### config.mk
export PLATFORM = sky130hd
export DESIGN_NAME = branch_resolve_queue
export DESIGN_NICKNAME = d
export VERILOG_FILES = /design/src/rtl/branch_resolve_queue.sv
export SDC_FILE = /design/constraint.sdc
export NUM_CORES = 1
export LEC_CHECK = 0
export ABC_AREA = 1
export BUFFER_PORTS_ARGS = -buffer_cell sky130_fd_sc_hd__clkbuf_2
export CORE_MARGIN = 4
export CORE_UTILIZATION = 50
export CTS_CLUSTER_SIZE = 28
export DETAILED_ROUTE_END_ITERATION = 7
export HOLD_SLACK_MARGIN = 0.03
export MAX_ROUTING_LAYER = met4
export PLACE_DENSITY_LB_ADDON = 0.3
export REMOVE_ABC_BUFFERS = 1
export SLEW_MARGIN = 10
export SYNTH_ARGS = -nofsm -noshare
export SYNTH_HDL_FRONTEND = slang
export SYNTH_SLANG_ARGS = --single-unit
### constraint.sdc
create_clock -name clk -period 4 [get_ports clk]
set_input_delay 0.4 -clock clk [delete_from_list [all_inputs] [get_ports clk]]
set_output_delay 0.4 -clock clk [all_outputs]
set_load 0.01 [all_outputs]
### src/rtl/branch_resolve_queue.sv
// Purpose: in-order queue of predicted conditional branches between fetch and execute; drives the predictor update port and flags mispredictions.
// Latency: resolve in cycle N gives upd_* / mispredict in cycle N+1; a push in cycle N is visible on count/full/empty in cycle N+1.
// Backpressure: none; a push while full (with no pop) is dropped and sets err_ovf, a resolve while empty is ignored and sets err_udf.
//
// Ports:
//   clk, arst_n                   clock, synchronous active-low reset
//   push, push_addr, push_pred    fetch-side enqueue of {predictor index, prediction}
//   resolve, was_taken, jumped    execute-side pop of the oldest branch with its outcome
//   upd_branch/addr/taken/jumped  registered predictor update port
//   mispredict                    registered one-cycle pulse on a wrong prediction
//   full, empty, count            registered queue occupancy
//   mispred_cnt, resolved_cnt     saturating statistics
//   err_ovf, err_udf              sticky error flags
module branch_resolve_queue #(
    parameter int LOWER = 5,
    parameter int DEPTH = 4,
    parameter int CNT_W = 16
) (
    input  logic                     clk,
    input  logic                     arst_n,
    input  logic                     push,
    input  logic [LOWER-1:0]         push_addr,
    input  logic                     push_pred,
    input  logic                     resolve,
    input  logic                     was_taken,
    input  logic                     jumped,
    output logic                     upd_branch,
    output logic [LOWER-1:0]         upd_addr,
    output logic                     upd_taken,
    output logic                     upd_jumped,
    output logic                     mispredict,
    output logic                     full,
    output logic                     empty,
    output logic [$clog2(DEPTH):0]   count,
    output logic [CNT_W-1:0]         mispred_cnt,
    output logic [CNT_W-1:0]         resolved_cnt,
    output logic                     err_ovf,
    output logic                     err_udf
);

    localparam int PTR_W = $clog2(DEPTH);
    localparam int CW    = PTR_W + 1;
    localparam logic [CW-1:0] DEPTH_C = CW'(DEPTH);

    logic [LOWER-1:0] addr_mem [DEPTH];
    logic             pred_mem [DEPTH];
    logic [PTR_W-1:0] wr_ptr;
    logic [PTR_W-1:0] rd_ptr;
    logic [CW-1:0]    cnt_q;

    logic do_pop;
    logic actual;
    logic mis;
    logic push_ok;
    logic push_ovf;

    always_comb begin
        do_pop   = resolve && (cnt_q != '0);
        actual   = was_taken | jumped;
        mis      = do_pop && (pred_mem[rd_ptr] != actual);
        // A push alongside a mispredicting resolve is wrong-path: discard silently.
        // Otherwise it fits if there is room or the head leaves this same cycle.
        push_ok  = push && !mis && ((cnt_q != DEPTH_C) || do_pop);
        push_ovf = push && !mis && !push_ok;
    end

    always_ff @(posedge clk) begin
        if (arst_n && push_ok) begin
            addr_mem[wr_ptr] <= push_addr;
            pred_mem[wr_ptr] <= push_pred;
        end
    end

    always_ff @(posedge clk) begin
        if (!arst_n) begin
            wr_ptr       <= '0;
            rd_ptr       <= '0;
            cnt_q        <= '0;
            upd_branch   <= 1'b0;
            upd_addr     <= '0;
            upd_taken    <= 1'b0;
            upd_jumped   <= 1'b0;
            mispredict   <= 1'b0;
            mispred_cnt  <= '0;
            resolved_cnt <= '0;
            err_ovf      <= 1'b0;
            err_udf      <= 1'b0;
        end else begin
            upd_branch <= do_pop;
            mispredict <= mis;
            if (do_pop) begin
                upd_addr   <= addr_mem[rd_ptr];
                upd_taken  <= was_taken;
                upd_jumped <= jumped;
                if (resolved_cnt != '1) begin
                    resolved_cnt <= resolved_cnt + 1'b1;
                end
            end

            if (mis) begin
                // Everything younger than the popped entry is wrong-path.
                rd_ptr <= wr_ptr;
                cnt_q  <= '0;
                if (mispred_cnt != '1) begin
                    mispred_cnt <= mispred_cnt + 1'b1;
                end
            end else begin
                if (push_ok) begin
                    wr_ptr <= wr_ptr + 1'b1;
                end
                if (do_pop) begin
                    rd_ptr <= rd_ptr + 1'b1;
                end
                case ({push_ok, do_pop})
                    2'b10:   cnt_q <= cnt_q + 1'b1;
                    2'b01:   cnt_q <= cnt_q - 1'b1;
                    default: cnt_q <= cnt_q;
                endcase
            end

            if (push_ovf) begin
                err_ovf <= 1'b1;
            end
            if (resolve && (cnt_q == '0)) begin
                err_udf <= 1'b1;
            end
        end
    end

    assign count = cnt_q;
    assign full  = (cnt_q == DEPTH_C);
    assign empty = (cnt_q == '0);

endmodule

* After elaboration in Yosys (flattened, before gate mapping)
Memory sizes are Yosys's and may differ from the RTL's. A register that Yosys moved wholly into a read port is not among the register bits.
Cells that the tools add are included.
** Storage, ports and cells
- Bits in writable memories :: 24
- Bits in latches :: 0
- Memory bits (read-only) :: 0
- Memories kept :: 2
- Input port bits :: 12
- Register bits :: 45
** Operators by class
- $mul :: 0
- Add/sub/neg operators :: 6
- Mux-type cells :: 7
- Eq/ne operators :: 7
- Shift operators :: 0
- Bitwise operators :: 3
- Reductions and logical operators :: 19
- Div/mod/pow operators :: 0
- Magnitude comparators :: 0
** Memories
- addr_mem :: depth 4, width 5, read ports 1, clocked after Yosys merged registers in 1, wr ports 1, line 45 : logic [LOWER-1:0] addr_mem [DEPTH];
- pred_mem :: depth 4, width 1, read ports 1, clocked after Yosys merged registers in 1, wr ports 1, line 46 : logic pred_mem [DEPTH];
** Operator list (count)
- $add 16x1->16 const B :: 2
- $ne 16x16->1 const B :: 2
- $mux 2 :: 4
- $logic_and 1x1->1 :: 7
- $pmux 3 s2 :: 1
- $reduce_and 2->1 :: 3
- $add 2x1->2 const B :: 2
- $reduce_bool 2->1 :: 2
- $add 3x1->3 const B :: 1
- $eq 3x3->1 const B :: 1
- $logic_not 1->1 :: 3
- $logic_not 3->1 :: 1
- $ne 3x3->1 const B :: 1
- $reduce_bool 3->1 :: 1
- $sub 3x1->3 const B :: 1
- $eq 2x1->1 const B :: 1
- $eq 2x2->1 const B :: 1
- $mux 1 :: 2
- $not 1->1 :: 2
- $reduce_or 2->1 :: 1
- $logic_or 1x1->1 :: 1
- $ne 1x1->1 :: 1
- $or 1x1->1 :: 1

* Depth between registers and ports, before layout
- Depth after elaboration :: 9
- Depth in mapped cells :: 15
- Mapped depth without buffers :: 15

* Least setup slack after synthesis
No wires, ideal clock.
- Path kind :: reg-to-reg
- From :: register cnt_q[0] (netlist: count[0])
- To :: memory addr_mem[0][0], enable pin
- Setup slack :: 2062 ps
- Arrival :: 1588 ps
- Buffers on the path :: 0
- Cell stages (with the launch flop) :: 9
- Clock period less this slack :: 1938 ps
- Data required time :: 3650 ps
- Path through :: dfxtp_1 -> nor2_2 -> nand2_2 -> inv_2 -> nor2_8 -> nand3_4 -> nand3b_2 -> or2_2 -> nor2_1
** Between the ends
- Word-level cells in the longest chain between the ends :: 9
- Elaborated cells between the ends (all ways) :: 11
- Classes of those cells :: 1 x eq/ne; 2 x mux; 8 x reduce/logical
** RTL lines
- start, declared :: line 49 : logic [CW-1:0] cnt_q;
- start signal, assigned :: line 115 : 2'b10: cnt_q <= cnt_q + 1'b1;
- start signal, assigned :: line 116 : 2'b01: cnt_q <= cnt_q - 1'b1;
- start signal, assigned :: line 117 : default: cnt_q <= cnt_q;
- $reduce_bool 3->1 :: line 58 : do_pop = resolve && (cnt_q != '0);
- $logic_and 1x1->1 :: line 58
- $logic_and 1x1->1 :: line 60 : mis = do_pop && (pred_mem[rd_ptr] != actual);
- $logic_not 1->1 :: line 63 : push_ok = push && !mis && ((cnt_q != DEPTH_C) || do_pop);
- $logic_and 1x1->1 :: line 63
- $logic_and 1x1->1 (*) :: line 63
- $logic_and 1x1->1 (*) :: line 68 : if (arst_n && push_ok) begin
- $mux 1 (*) :: line 68
- $mux 1 (not written as such) (*) :: line 69 : addr_mem[wr_ptr] <= push_addr;
- end, declared :: line 45
Mark *: on every way between the ends. The rest lies on a longest branch, timed or not.

* Worst setup path after layout
- From :: register cnt_q[0] (netlist: count[0])
- To :: memory addr_mem[0][3], enable pin
The elaborated chain is that of the path after synthesis.

==> reports/metrics.cfg <==
[routing]
wirelength_mm=7.96
drtPass1Iterations=4
vias_per_cell=5.08
drc_errors=0
drt_iter0_drc=177
vias=3086
wl_per_cell_microns=13.1
ant_nets=0

[pwr]
ir_drop_mv=0.203
p_leak_nw=1.73
p_per_area_nw_per_um2=546
power.total_mw=2.32

[synthesis]
synthMuxAreaShare_pct=0
synthFlopType=dfxtp_1
synth_top_family_by_area=simple AND/OR/NAND/NOR gates
synth_fa_ha_area_share_pct=2.61
synth_compound_area_share_pct=12.1
synth_cells=447
postSynthAreaPerCell_sq_um=8.16
synth-xor-area-share_pct=4.08
synth_largest_area_cell=dfxtp_1
synth_top_area_share_pct=28.5
syn_area_sq_um=3650
synthArstFlopShare_pct=0
ys_types=35
seq_area_frac_synth_pct=48.3
ys_top_cells_by_area=dfxtp_1, edfxtp_1, nand2_1
synth_edf_count=24
ys_seq_elements=76
yosys_warnings=0
synthSimpleGateAreaFrac_pct=25.4

[timing]
hold_viol=0
slew_headroom_pct=66.6
finClkSkew_ns=0.00975
tightest_slew_ns=0.501
finalCritPeriodShare_pct=53.4
hold_ws_ns=0.302
fin_tns_setup_ns=0
min_period_ns=2.13
finalWorstSetupSlack_ns=1.87
setup_viol=0
maxSlewViolCount=0
fmax_mhz=469
rsz0062_at_grt=false

[cts]
cts_buffers=9
postCtsSetupBuffers=0
cts_tree=yes
cts_resized=0
holdBufCountCts=0
insertion_delay_ns=0.34
htree_levels=3
clock-sinks=76
clk_pin_slew_ns=0.08
cts.path.max_buffers=2
root_buffer=clkbuf_8

[grt]
grt-ovfl-total=0
grt_pass1_vias=2859
grt_usage_pct=19.8
grt_max_degree=27
grt_pass1_wl_mm=13.3
antenna_found_initial=0

[floorplan]
num_rows=30
core_sq_um=6940
dieArea_sq_um=8730
die_w_microns=93.4
initial_core_util_pct=52.6
die_y_microns=93.4
ios=60

[critical_path]
cp_data_arrival_time_ns=2.12
critPathCaptureType=register
timing.rr.end=addr_mem[0][3]
critPathRequiredTime_ns=3.99
reg2reg_from=count[0]
worst-setup-path-type=reg2reg
crit_fanout=17
ff2ff_path_depth=8
r2r_setup_slack_ns=1.87
cp-start-kind=register

[cells_and_area]
antenna_cells=0
finalNetCount=526
layout_commonest_cell=nand2_1
syn2layout_area_growth_pct=16.6
layout_common_cells=nand2_1, nor2_1, clkbuf_2, dfxtp_1, inv_1
fin_util_pct=61.3
fillCellCount=625
drive_above_1_share_pct=22.7

[outcome]
outcome=completed

[place]
pre_cts_slack_ns=1.89
place_congestion=0.860
hpwl_mm=5.85
io_buffer_count=59

[min_path]
min_from=push_pred
hp-class=in2reg
min_to=pred_mem[3]
holdPathStages=1

[flow_run]
cap_violations=0

how the worst max path moves through the flow:
stage	start	to
2_1_floorplan	count[0]	addr_mem[0][0]
3_3_place_gp	resolve	pred_mem[2]
3_5_place_dp	count[0]	addr_mem[3][1]
4_1_cts	count[0]	pred_mem[2]
5_1_grt	count[0]	addr_mem[2][4]
6_report	count[0]	addr_mem[0][3]
registers in the layout (all words and copies together), names as in the netlist, named ones only:
register and flops:
addr_mem 20, err_ovf 1, mispred_cnt 16, upd_jumped 1, wr_ptr 2, rd_ptr 2, upd_branch 1, pred_mem 4
resolved_cnt 16, upd_taken 1, mispredict 1, err_udf 1, upd_addr 5, count 3
per-layer routing:
layer  vias up  track usage, %  routed length (microns)
li1       1566               -                        -
met5         -               -                        0
met3         7            4.02                      425
met1      1435            26.8                     3870
met2        78            29.8                     3590
met4         0            6.23                       72
stage by stage:
step,cells,area [sq um]
finish,608,4250
floorplan,436,3580
global placement,592,4010
global route,608,4250
CTS,608,4250
detailed placement,592,4010
Yosys cell counts, types with 2 or more instances:
cell type / n
nand2_2: 13
nand2_1: 79
a21oi_1: 24
buf_1: 2
clkbuf_1: 6
nor2_2: 2
a21oi_2: 11
nor3_1: 11
xor2_1: 10
buf_8: 2
nor2_1: 64
ha_1: 6
o21ai_0: 37
inv_2: 4
inv_1: 48
xnor2_1: 7
nor3_2: 2
nand4_1: 2
edfxtp_1: 24
nand3_1: 23
a31oi_1: 5
dfxtp_1: 52
report_power, final:
part,switching (mW),internal (mW)
combinational,0.391,0.200
clock,0.293,0.420
sequential,0.109,0.911
layout make-up:
| class | instances | area (sq um) | share of cell area (%) |
|---|---|---|---|
| Multi-Input combinational cell | 305 | 1610 | 37.9 |
| Inverter | 55 | 210 | 4.94 |
| Timing Repair Buffer | 60 | 303 | 7.12 |
| Clock inverter | 7 | 123 | 2.88 |
| Tap cell | 96 | 120 | 2.82 |
| Clock buffer | 9 | 124 | 2.91 |
| Sequential cell | 76 | 1760 | 41.4 |
critical path, stage by stage (launching register included):
cell and delay (ns):
dfxtp_1 0.37, nor2_2 0.16, nand2_2 0.07, inv_2 0.11, nor2_8 0.08, nand3_4 0.13
nand3b_2 0.14, or2_2 0.35, nor2_1 0.37
cell families (layout without fill, tap and decap cells):
logic type,after synthesis,in the layout
simple gates,203,203
compound gates,78,78
flops,76,76
buf+inv,66,131
xor+xnor,17,17
fa+ha+maj,7,7
No activity file was read; power rests on OpenSTA's default activity.
